### src/rtl/time_unit_counter.sv
// Modulo-N time-unit counter with cascaded carry, set-mode load and
// single-step / hold-to-auto-repeat adjustment.
module time_unit_counter #(
    parameter int MODULUS      = 60,
    parameter int WIDTH        = 6,
    parameter int RESET_VAL    = 0,
    parameter int REPEAT_DELAY = 8,
    parameter int REPEAT_RATE  = 4
) (
    input  logic             clk,
    input  logic             rst,
    input  logic             mode,
    input  logic             carry_in,
    input  logic             adj_valid,
    input  logic             adj_up,
    input  logic             adj_dn,
    input  logic             load,
    input  logic [WIDTH-1:0] load_val,
    output logic [WIDTH-1:0] count,
    output logic             carry_out,
    output logic             at_max,
    output logic             load_err
);

    localparam int TMAX = (REPEAT_DELAY > REPEAT_RATE) ? REPEAT_DELAY : REPEAT_RATE;
    localparam int TW   = (TMAX < 1) ? 1 : $clog2(TMAX + 1);

    localparam logic [WIDTH-1:0] MAX_VAL   = WIDTH'(MODULUS - 1);
    localparam logic [WIDTH-1:0] RST_COUNT = WIDTH'(RESET_VAL);
    localparam logic [WIDTH:0]   MOD_EXT   = (WIDTH + 1)'(MODULUS);
    localparam logic [TW-1:0]    DELAY_END = TW'(REPEAT_DELAY - 1);
    localparam logic [TW-1:0]    RATE_END  = TW'(REPEAT_RATE - 1);

    typedef enum logic [1:0] {
        S_IDLE   = 2'd0,
        S_DELAY  = 2'd1,
        S_REPEAT = 2'd2
    } rep_state_t;

    rep_state_t       state_q, state_d;
    logic [TW-1:0]    timer_q, timer_d;
    logic             dir_q, dir_d;
    logic [WIDTH-1:0] count_q, count_d;
    logic             carry_q, carry_d;
    logic             load_err_q, load_err_d;

    logic             hold;
    logic             hold_same;
    logic             step;
    logic [WIDTH-1:0] step_val;

    assign hold      = mode & adj_valid & (adj_up ^ adj_dn);
    assign hold_same = hold & (adj_up == dir_q);

    // Direction used by a step: the held button when entering from IDLE, else the latched one.
    always_comb begin
        step_val = count_q;
        if (((state_q == S_IDLE) ? adj_up : dir_q) == 1'b1) begin
            step_val = (count_q == MAX_VAL) ? '0 : count_q + 1'b1;
        end else begin
            step_val = (count_q == '0) ? MAX_VAL : count_q - 1'b1;
        end
    end

    always_comb begin
        state_d    = state_q;
        timer_d    = timer_q;
        dir_d      = dir_q;
        count_d    = count_q;
        carry_d    = 1'b0;
        load_err_d = 1'b0;
        step       = 1'b0;

        if (!mode) begin
            state_d = S_IDLE;
            timer_d = '0;
            if (carry_in) begin
                if (count_q == MAX_VAL) begin
                    count_d = '0;
                    carry_d = 1'b1;
                end else begin
                    count_d = count_q + 1'b1;
                end
            end
        end else if (load) begin
            state_d = S_IDLE;
            timer_d = '0;
            if ({1'b0, load_val} < MOD_EXT) begin
                count_d = load_val;
            end else begin
                load_err_d = 1'b1;
            end
        end else begin
            unique case (state_q)
                S_IDLE: begin
                    if (hold) begin
                        step    = 1'b1;
                        dir_d   = adj_up;
                        timer_d = '0;
                        state_d = S_DELAY;
                    end
                end
                S_DELAY: begin
                    if (!hold_same) begin
                        state_d = S_IDLE;
                        timer_d = '0;
                    end else if (timer_q == DELAY_END) begin
                        step    = 1'b1;
                        timer_d = '0;
                        state_d = S_REPEAT;
                    end else begin
                        timer_d = timer_q + 1'b1;
                    end
                end
                S_REPEAT: begin
                    if (!hold_same) begin
                        state_d = S_IDLE;
                        timer_d = '0;
                    end else if (timer_q == RATE_END) begin
                        step    = 1'b1;
                        timer_d = '0;
                    end else begin
                        timer_d = timer_q + 1'b1;
                    end
                end
                default: begin
                    state_d = S_IDLE;
                    timer_d = '0;
                end
            endcase
            if (step) begin
                count_d = step_val;
            end
        end
    end

    always_ff @(posedge clk) begin
        if (rst) begin
            state_q    <= S_IDLE;
            timer_q    <= '0;
            dir_q      <= 1'b0;
            count_q    <= RST_COUNT;
            carry_q    <= 1'b0;
            load_err_q <= 1'b0;
        end else begin
            state_q    <= state_d;
            timer_q    <= timer_d;
            dir_q      <= dir_d;
            count_q    <= count_d;
            carry_q    <= carry_d;
            load_err_q <= load_err_d;
        end
    end

    assign count     = count_q;
    assign carry_out = carry_q;
    assign at_max    = (count_q == MAX_VAL);
    assign load_err  = load_err_q;

endmodule

### config.mk
export PLATFORM = sky130hd
export DESIGN_NAME = time_unit_counter
export DESIGN_NICKNAME = d
export VERILOG_FILES = /design/src/rtl/time_unit_counter.sv
export SDC_FILE = /design/constraint.sdc
export NUM_CORES = 1
export LEC_CHECK = 0
export ABC_AREA = 1
export CAP_MARGIN = 15
export CELL_PAD_IN_SITES_DETAIL_PLACEMENT = 1
export CELL_PAD_IN_SITES_GLOBAL_PLACEMENT = 1
export CORE_ASPECT_RATIO = 0.9
export CORE_MARGIN = 4
export CORE_UTILIZATION = 39
export CTS_CLUSTER_SIZE = 10
export DETAILED_ROUTE_END_ITERATION = 16
export GPL_TIMING_DRIVEN = 1
export PLACE_DENSITY = 0.86
export SYNTH_ARGS = -nofsm -noshare
export SYNTH_HDL_FRONTEND = slang
export SYNTH_SLANG_ARGS = --single-unit
### constraint.sdc
create_clock -name clk -period 4.1 [get_ports clk]
set_input_delay 1.025 -clock clk [delete_from_list [all_inputs] [get_ports clk]]
set_output_delay 1.025 -clock clk [all_outputs]
set_load 0.01 [all_outputs]
* After elaboration in Yosys (flattened, before gate mapping)
Cells that the tools add are included.
** Word-level totals
- Output and inout bits :: 9
- Flip-flop bits (word level) :: 15
- Word-level logic and storage cells :: 67
** Operators by class
- Multiplexer cells :: 30
- $lt $le $gt $ge :: 1
- Bitwise operators :: 7
- Reduce and logical (&&, ||, !) cells :: 9
- Eq/ne operators :: 11
- $add $sub $neg :: 3
** Operator list (count)
- two-way mux 6 bit :: 8
- two-way mux 4 bit :: 5
- one-hot mux 4 bit (3 select lines) :: 1
- two-way mux 1 bit :: 10
- OR reduction 3 bit :: 3
- two-way mux 2 bit :: 4
- adder 6 x 1 -> 6 bit (second input constant) :: 1
- equality test 6 bit (second input constant) :: 1
- logical NOT 6 bit :: 1
- less-than comparator 6 bit (second input constant) :: 1
- one-hot mux 2 bit (3 select lines) :: 1
- AND reduction 3 bit :: 2
- subtractor 6 x 1 -> 6 bit (second input constant) :: 1
- adder 4 x 1 -> 4 bit (second input constant) :: 1
- equality test 4 x 2 -> 1 bit (second input constant) :: 1
- equality test 4 x 3 -> 1 bit (second input constant) :: 1
- != test 2 bit (second input constant) :: 2
- AND reduction 4 bit :: 1
- AND 1 bit :: 3
- != test 3 x 1 -> 1 bit (second input constant) :: 1
- != test 3 x 2 -> 1 bit (second input constant) :: 1
- != test 3 bit (second input constant) :: 1
- inverter 1 bit :: 3
- one-hot mux 1 bit (3 select lines) :: 1
- 6 further kinds :: 6

* Longest topological paths before layout
Gate-level depths: netlist of the first run.
- Word-level depth :: 10
- Gate-level depth with buffers :: 13

* Worst setup path before layout of the first run
No wires, ideal clock.
- Kind :: register -> output
- Start point :: register count_q[1] (netlist: count[1])
- End point :: output at_max
- Arrival time :: 1.056 ns
- Buffers on the path :: 0
- Cell stages (with the launch flop) :: 6
- Setup slack :: 2.019 ns
- Cells stage by stage :: dfxtp_1 -> ha_1 -> inv_1 -> nor2_1 -> nand2_2 -> inv_1
** On the way
- Word-level cells in the longest chain between the ends :: 1
** Ends and longest elaborated chain
- start, declared :: RTL line 43 : logic [WIDTH-1:0] count_q, count_d;
- start signal, assigned :: RTL line 149 : count_q <= count_d;
- equality test 6 bit :: RTL line 157 : assign at_max = (count_q == MAX_VAL);
- end, declared :: RTL line 21 : output logic at_max,
Every way passes these cells.

* Worst setup path after layout of the first run
Ends and elaborated chain as after synthesis.

==> results of run 1 <==
==> synthesized netlist by cell type (all sizes together) <==
library cell  number  area (µm²)
nand4              5        31.3
inv               38         143
nor2              23        88.8
a21oi             13        65.1
xor2               4        35.0
nand2             60         238
nor4               2        27.5
xnor2              1        8.76
a22oi              1        7.51
or2                1        8.76
a31oi              2        12.5
nand3             22         120
buf                4        28.8
nor3               3        15.0
o21ai             11        55.1
clkinv             1        3.75
dfxtp             15         300
a21boi             1        11.3
ha                 9         113
==> tightest hold or removal path: stages (launching register included) <==
cell,delay (ps)
dfxtp_1,320
nand2_1,60
a21oi_1,50
==> routing by layer <==
metal  GRT usage [%]  vias to the layer above  wire length (µm)
met5               0                        -                 0
met4            2.20                        0                13
met3            3.05                        2               187
met2            29.3                       39              1640
met1            26.5                      609              1930
li1                -                      727                 -
==> worst max-delay path by stage <==
stage | start | end | slack, ps | depth (start not counted)
floorplan | count[1] | at_max | 2020 | 5
finish | count[1] | at_max | 1100 | 6
detailed placement | mode | count[5] | 1080 | 9
CTS | count[1] | at_max | 1100 | 6
global route | count[1] | at_max | 980 | 6
global placement | mode | count[5] | 1210 | 9
==> power breakdown <==
| part | internal, µW | total (µW) | switching, µW |
|---|---|---|---|
| registers | 153 | 170 | 16.5 |
| logic | 60.3 | 144 | 83.2 |
| clock network | 67.3 | 122 | 55.1 |
| total | 281 | 436 | 155 |
==> registers in the layout, indices dropped and copies added, names as in the netlist <==
register and cells:
carry_out 1, count 6, dir_q 1, load_err 1
state_q 2, timer_q 4
==> cells by family (layout without fill, tap and decap cells) <==
family	after synthesis	in the layout	synth area share [%]
fa+ha+maj	9	9	8.58
buf+inv	43	65	13.3
flops	15	15	22.9
compound gates	28	28	11.5
xor+xnor	5	5	3.34
simple gates	116	116	40.3
==> per-stage QoR <==
stage	setup WS (ps)	utilization, %	total power [µW]	hold slack (ps)
after detailed placement	1080	49.6	315	480
after floorplan	2020	-	262	448
after global routing	985	51.1	469	510
after global placement	1210	49.6	311	463
after CTS	1100	51.1	438	489
final	1100	51.1	436	486
==> final cells by class <==
class	count	share of cell area, %
clock buffers	3	2.58
inverters	39	9.13
well taps	42	3.28
repair buffers	22	13.7
multi-input cells	158	52.2
clock inverters	1	0.312
flip-flops and latches	15	18.7
==> results.cfg, run 1 <==
[status]
status = finished, final reports clean

[place]
globalplace.congestion = 0.831
place_inst = 276
placed_cell_area_um2 = 1560
dpl.hpwl_um = 3040
port_buffers = 22

[floorplan]
coreArea_um2 = 3140
io_pins = 23
dieArea_um2 = 4360
start_util_pct = 41.8
die_w_um = 69.2
num_rows = 19
fp.dieH_um = 63.0

[global_route]
grt.overflow.total = 0
grt_max_degree = 13
grt_pass1_vias = 1382
track_usage_pct = 18.4
antenna_found_initial = 0
grt_first_pass_wirelength_um = 6560

[power]
cellPowerDensity_nw_per_um2 = 272
max-vdd-ir-drop_v = 0.000240
leakage_uw = 0.000774

[worst_hold_path]
min-delay-start = timer_q[1]
whs_endpoint = timer_q[1]
hold_path.class = flop to flop
holdPathStages = 2

[worst_setup_path]
worstPathArrival_ps = 1970
r2r-end = count[3]
worst_ep_required_time_ps = 3070
cp_max_fo = 9
rrSetupSlack_ps = 2130
critical_path.max_stage_delay_ps = 530
crit_slowest_cell = clkdlybuf4s50_1
path_cells = ha_1 -> inv_1 -> nor2_1 -> nand2_2 -> inv_1 -> clkdlybuf4s50_1
r2r-start = state_q[0]
endpoint_kind = output pin
rr_worst_depth = 12
crit_family = buffers and inverters
critPathKind = flop to output pin
path_common_cell = inv_1
worst-path-buf-inv = 3
worstSetupStartpointType = flop

[layout]
area_delta_synth_final_pct = 22.1
layout-drive-gt1-share_pct = 7.56
layout.cells.most_common_list = nand2_1 (55), inv_1 (35), nor2_1 (22), clkdlybuf4s50_1 (22), nand3_1 (20)
fill_cells = 458
mostFrequentLayoutCell = nand2_1
final_cells = 280
seq_area_um2 = 300
multiInputGateArea_um2 = 837
finalInstanceArea_um2 = 1600
antenna_cells = 0
nNetsFinal = 262

[clocking]
clock-root-buffer = clkbuf_8
cts_sinks = 15
path_clk_slew_ps = 60
clk-insertion-delay-late_ps = 250
cts_tree = yes
clk_path_buf_depth = 2
post_cts_buffers = 0
ctsResizeCount = 0
ctsHoldBuffers = 0
htree_levels = 1
cts_made_buffers = 3

[logic_synthesis]
avgSynthCellArea_um2 = 6.08
synth_cell_type_count = 27
yosys_warnings = 0
ys_seq_area_share_pct = 22.9
syn_nets = 239
synth_cells = 216
synthesis.area_um2 = 1310
ys_seq_elements = 15

[timing]
hold_viol = 0
finalMaxSlewViolations = 0
tightest_slew_ps = 831
fmax_mhz = 334
period_share_pct = 73.1
rsz0062_at_grt = no
finalSetupViolCount = 0
fin_tns_setup_ps = 0
timing.slew.headroom_pct = 44.6
finalClockSkew_ps = 0.973
finalCriticalPeriod_ps = 3000

[route]
wl_per_cell_um = 13.5
drt-vias-per-instance = 4.92
first_pass_iters = 4
drc = 0
final_antenna_net_count = 0
wl_um = 3770
drt_iter0_markers = 97
via_count = 1377

[flow_run]
cap_violations = 0
Note: power is estimated with default switching activity, not from simulation.
==> run 2: changes to the inputs <==
Settings changed: CORE_UTILIZATION 39 to 32, PLACE_DENSITY 0.86 to 0.76.
Clock period 4.1 ns to 2.5 ns, I/O delays scaled along.
==> results.cfg, run 2 (synthesized netlist as in run 1, its figures left out) <==
[status]
status = finished, final reports clean

[timing]
timing.slew.headroom_pct = 68.3
fin_hold_ws_ps = 485
finalMaxSlewViolations = 0
finalClockSkew_ps = 1.82
finalCriticalPeriod_ps = 2310
hold_viol = 0
finalSetupViolCount = 0
period_share_pct = 92.5
fmax_mhz = 433
rsz0062_at_grt = no
tightest_slew_ps = 476
fin_tns_setup_ps = 0

[floorplan]
io_pins = 23
die_w_um = 75.5
coreArea_um2 = 3840
dieArea_um2 = 5190
fp.dieH_um = 68.8
num_rows = 21
start_util_pct = 34.2

[clocking]
ctsHoldBuffers = 0
htree_levels = 1
cts_made_buffers = 3
clock-root-buffer = clkbuf_8
cts_sinks = 15
path_clk_slew_ps = 60
clk_path_buf_depth = 2
clk-insertion-delay-late_ps = 250
cts_tree = yes

[route]
first_pass_iters = 4
via_count = 1422
final_antenna_net_count = 0
drt_iter0_markers = 67
drt-vias-per-instance = 4.87
wl_um = 3780
drc = 0
wl_per_cell_um = 12.9

[power]
intPower_uw = 475
cellPowerDensity_nw_per_um2 = 434
seqPwrFrac_pct = 35.8
leakage_uw = 0.000815
comb_power_share_pct = 36.8
pwr-share-clk_pct = 27.4
power.switching_uw = 250
max-vdd-ir-drop_v = 0.000254
design_power_total_uw = 725
switching_share_pct = 34.5

[layout]
layout-drive-gt1-share_pct = 11.0
nNetsFinal = 270
layout.cells.most_common_list = nand2_1 (55), inv_1 (35), nor2_1 (22), clkdlybuf4s50_1 (22), nand3_1 (20)
antenna_cells = 0
largest_reg_flops = 6
final_cells = 292
finalInstanceArea_um2 = 1670
area_delta_synth_final_pct = 27.4
mostFrequentLayoutCell = nand2_1

[worst_hold_path]
whs_endpoint = dir_q
hold_path.class = flop to flop
min-delay-start = dir_q
holdPathStages = 2

[worst_setup_path]
worst-path-buf-inv = 3
crit_cells = 6
critPathKind = flop to output pin
r2r-end = count[0]
critical_path.max_stage_delay_ps = 530
worstPathArrival_ps = 1690
rrSetupSlack_ps = 570
path_cells = ha_1 -> inv_1 -> nor2_1 -> nand2_2 -> inv_1 -> clkdlybuf4s50_1
crit_slowest_cell = clkdlybuf4s50_1
worst_ep_required_time_ps = 1880
endpoint_kind = output pin
r2r-start = state_q[0]
cp_max_fo = 4
path_common_cell = inv_1
crit_family = buffers and inverters
worstSetupStartpointType = flop
rr_worst_depth = 9

[place]
dpl.hpwl_um = 3130
placed_cell_area_um2 = 1620
place_inst = 288
port_buffers = 22
globalplace.congestion = 0.815

[global_route]
antenna_found_initial = 0
grt_max_degree = 12
grt.overflow.total = 0
track_usage_pct = 16.2
grt_first_pass_wirelength_um = 6400
grt_pass1_vias = 1364

[flow_run]
cap_violations = 0
## run 2: metal layers
layer	part of all wire, %	up-vias	routed length (µm)	global-route usage [%]
met2	41	26	1570	25.0
met5	0	-	0	0
li1	-	744	-	-
met1	53	647	2000	22.8
met4	1.2	0	44	3.93
met3	4.4	5	165	3.77
## run 2: final cells by class
cell class                      count  area (µm²)
Clock inverter                      1        5.00
Timing Repair Buffer               30         280
Multi-Input combinational cell    158         841
Clock buffer                        3        41.3
Fill cell                         536        2160
Tap cell                           46        57.6
Inverter                           39         146
Sequential cell                    15         300
## run 2: power by group through the flow
| stage | clock, µW | combinational (µW) | sequential (µW) |
|---|---|---|---|
| global placement | 0 | 267 | 264 |
| global route | 212 | 301 | 261 |
| floorplan | 0 | 155 | 275 |
| detailed placement | 0 | 267 | 265 |
| CTS | 208 | 268 | 260 |
| finish | 199 | 267 | 259 |
## run 2: worst max-delay path by stage
stage / start / endpoint / slack [ps]
2_1_floorplan: count[1] / at_max / 820
3_3_place_gp: mode / count[5] / 70
3_5_place_dp: mode / count[5] / -90
4_1_cts: count[1] / at_max / 160
5_1_grt: count[1] / at_max / 60
6_report: count[1] / at_max / 190
## run 2: tightest hold or removal path, delay by kind of cell, from the launching register on
kind | cells | cell delay [ps]
buf+inv | 1 | 60
flops | 1 | 330
compound gates | 1 | 50
## run 2: repair_timing
| item | in CTS | in global routing |
|---|---|---|
| endpoints found under the setup margin | 0 | 1 |
| resized for setup | 0 | 1 |
| hold endpoints to repair | 0 | 0 |
| setup buffers | 0 | 0 |
## run 2: metrics by stage
stage | setup WS [ps] | utilization (%)
2_1_floorplan | 819 | -
6_report | 188 | 43.6
3_3_place_gp | 69.9 | 42.3
3_5_place_dp | -92.3 | 42.3
5_1_grt | 60.6 | 43.6
4_1_cts | 164 | 43.5
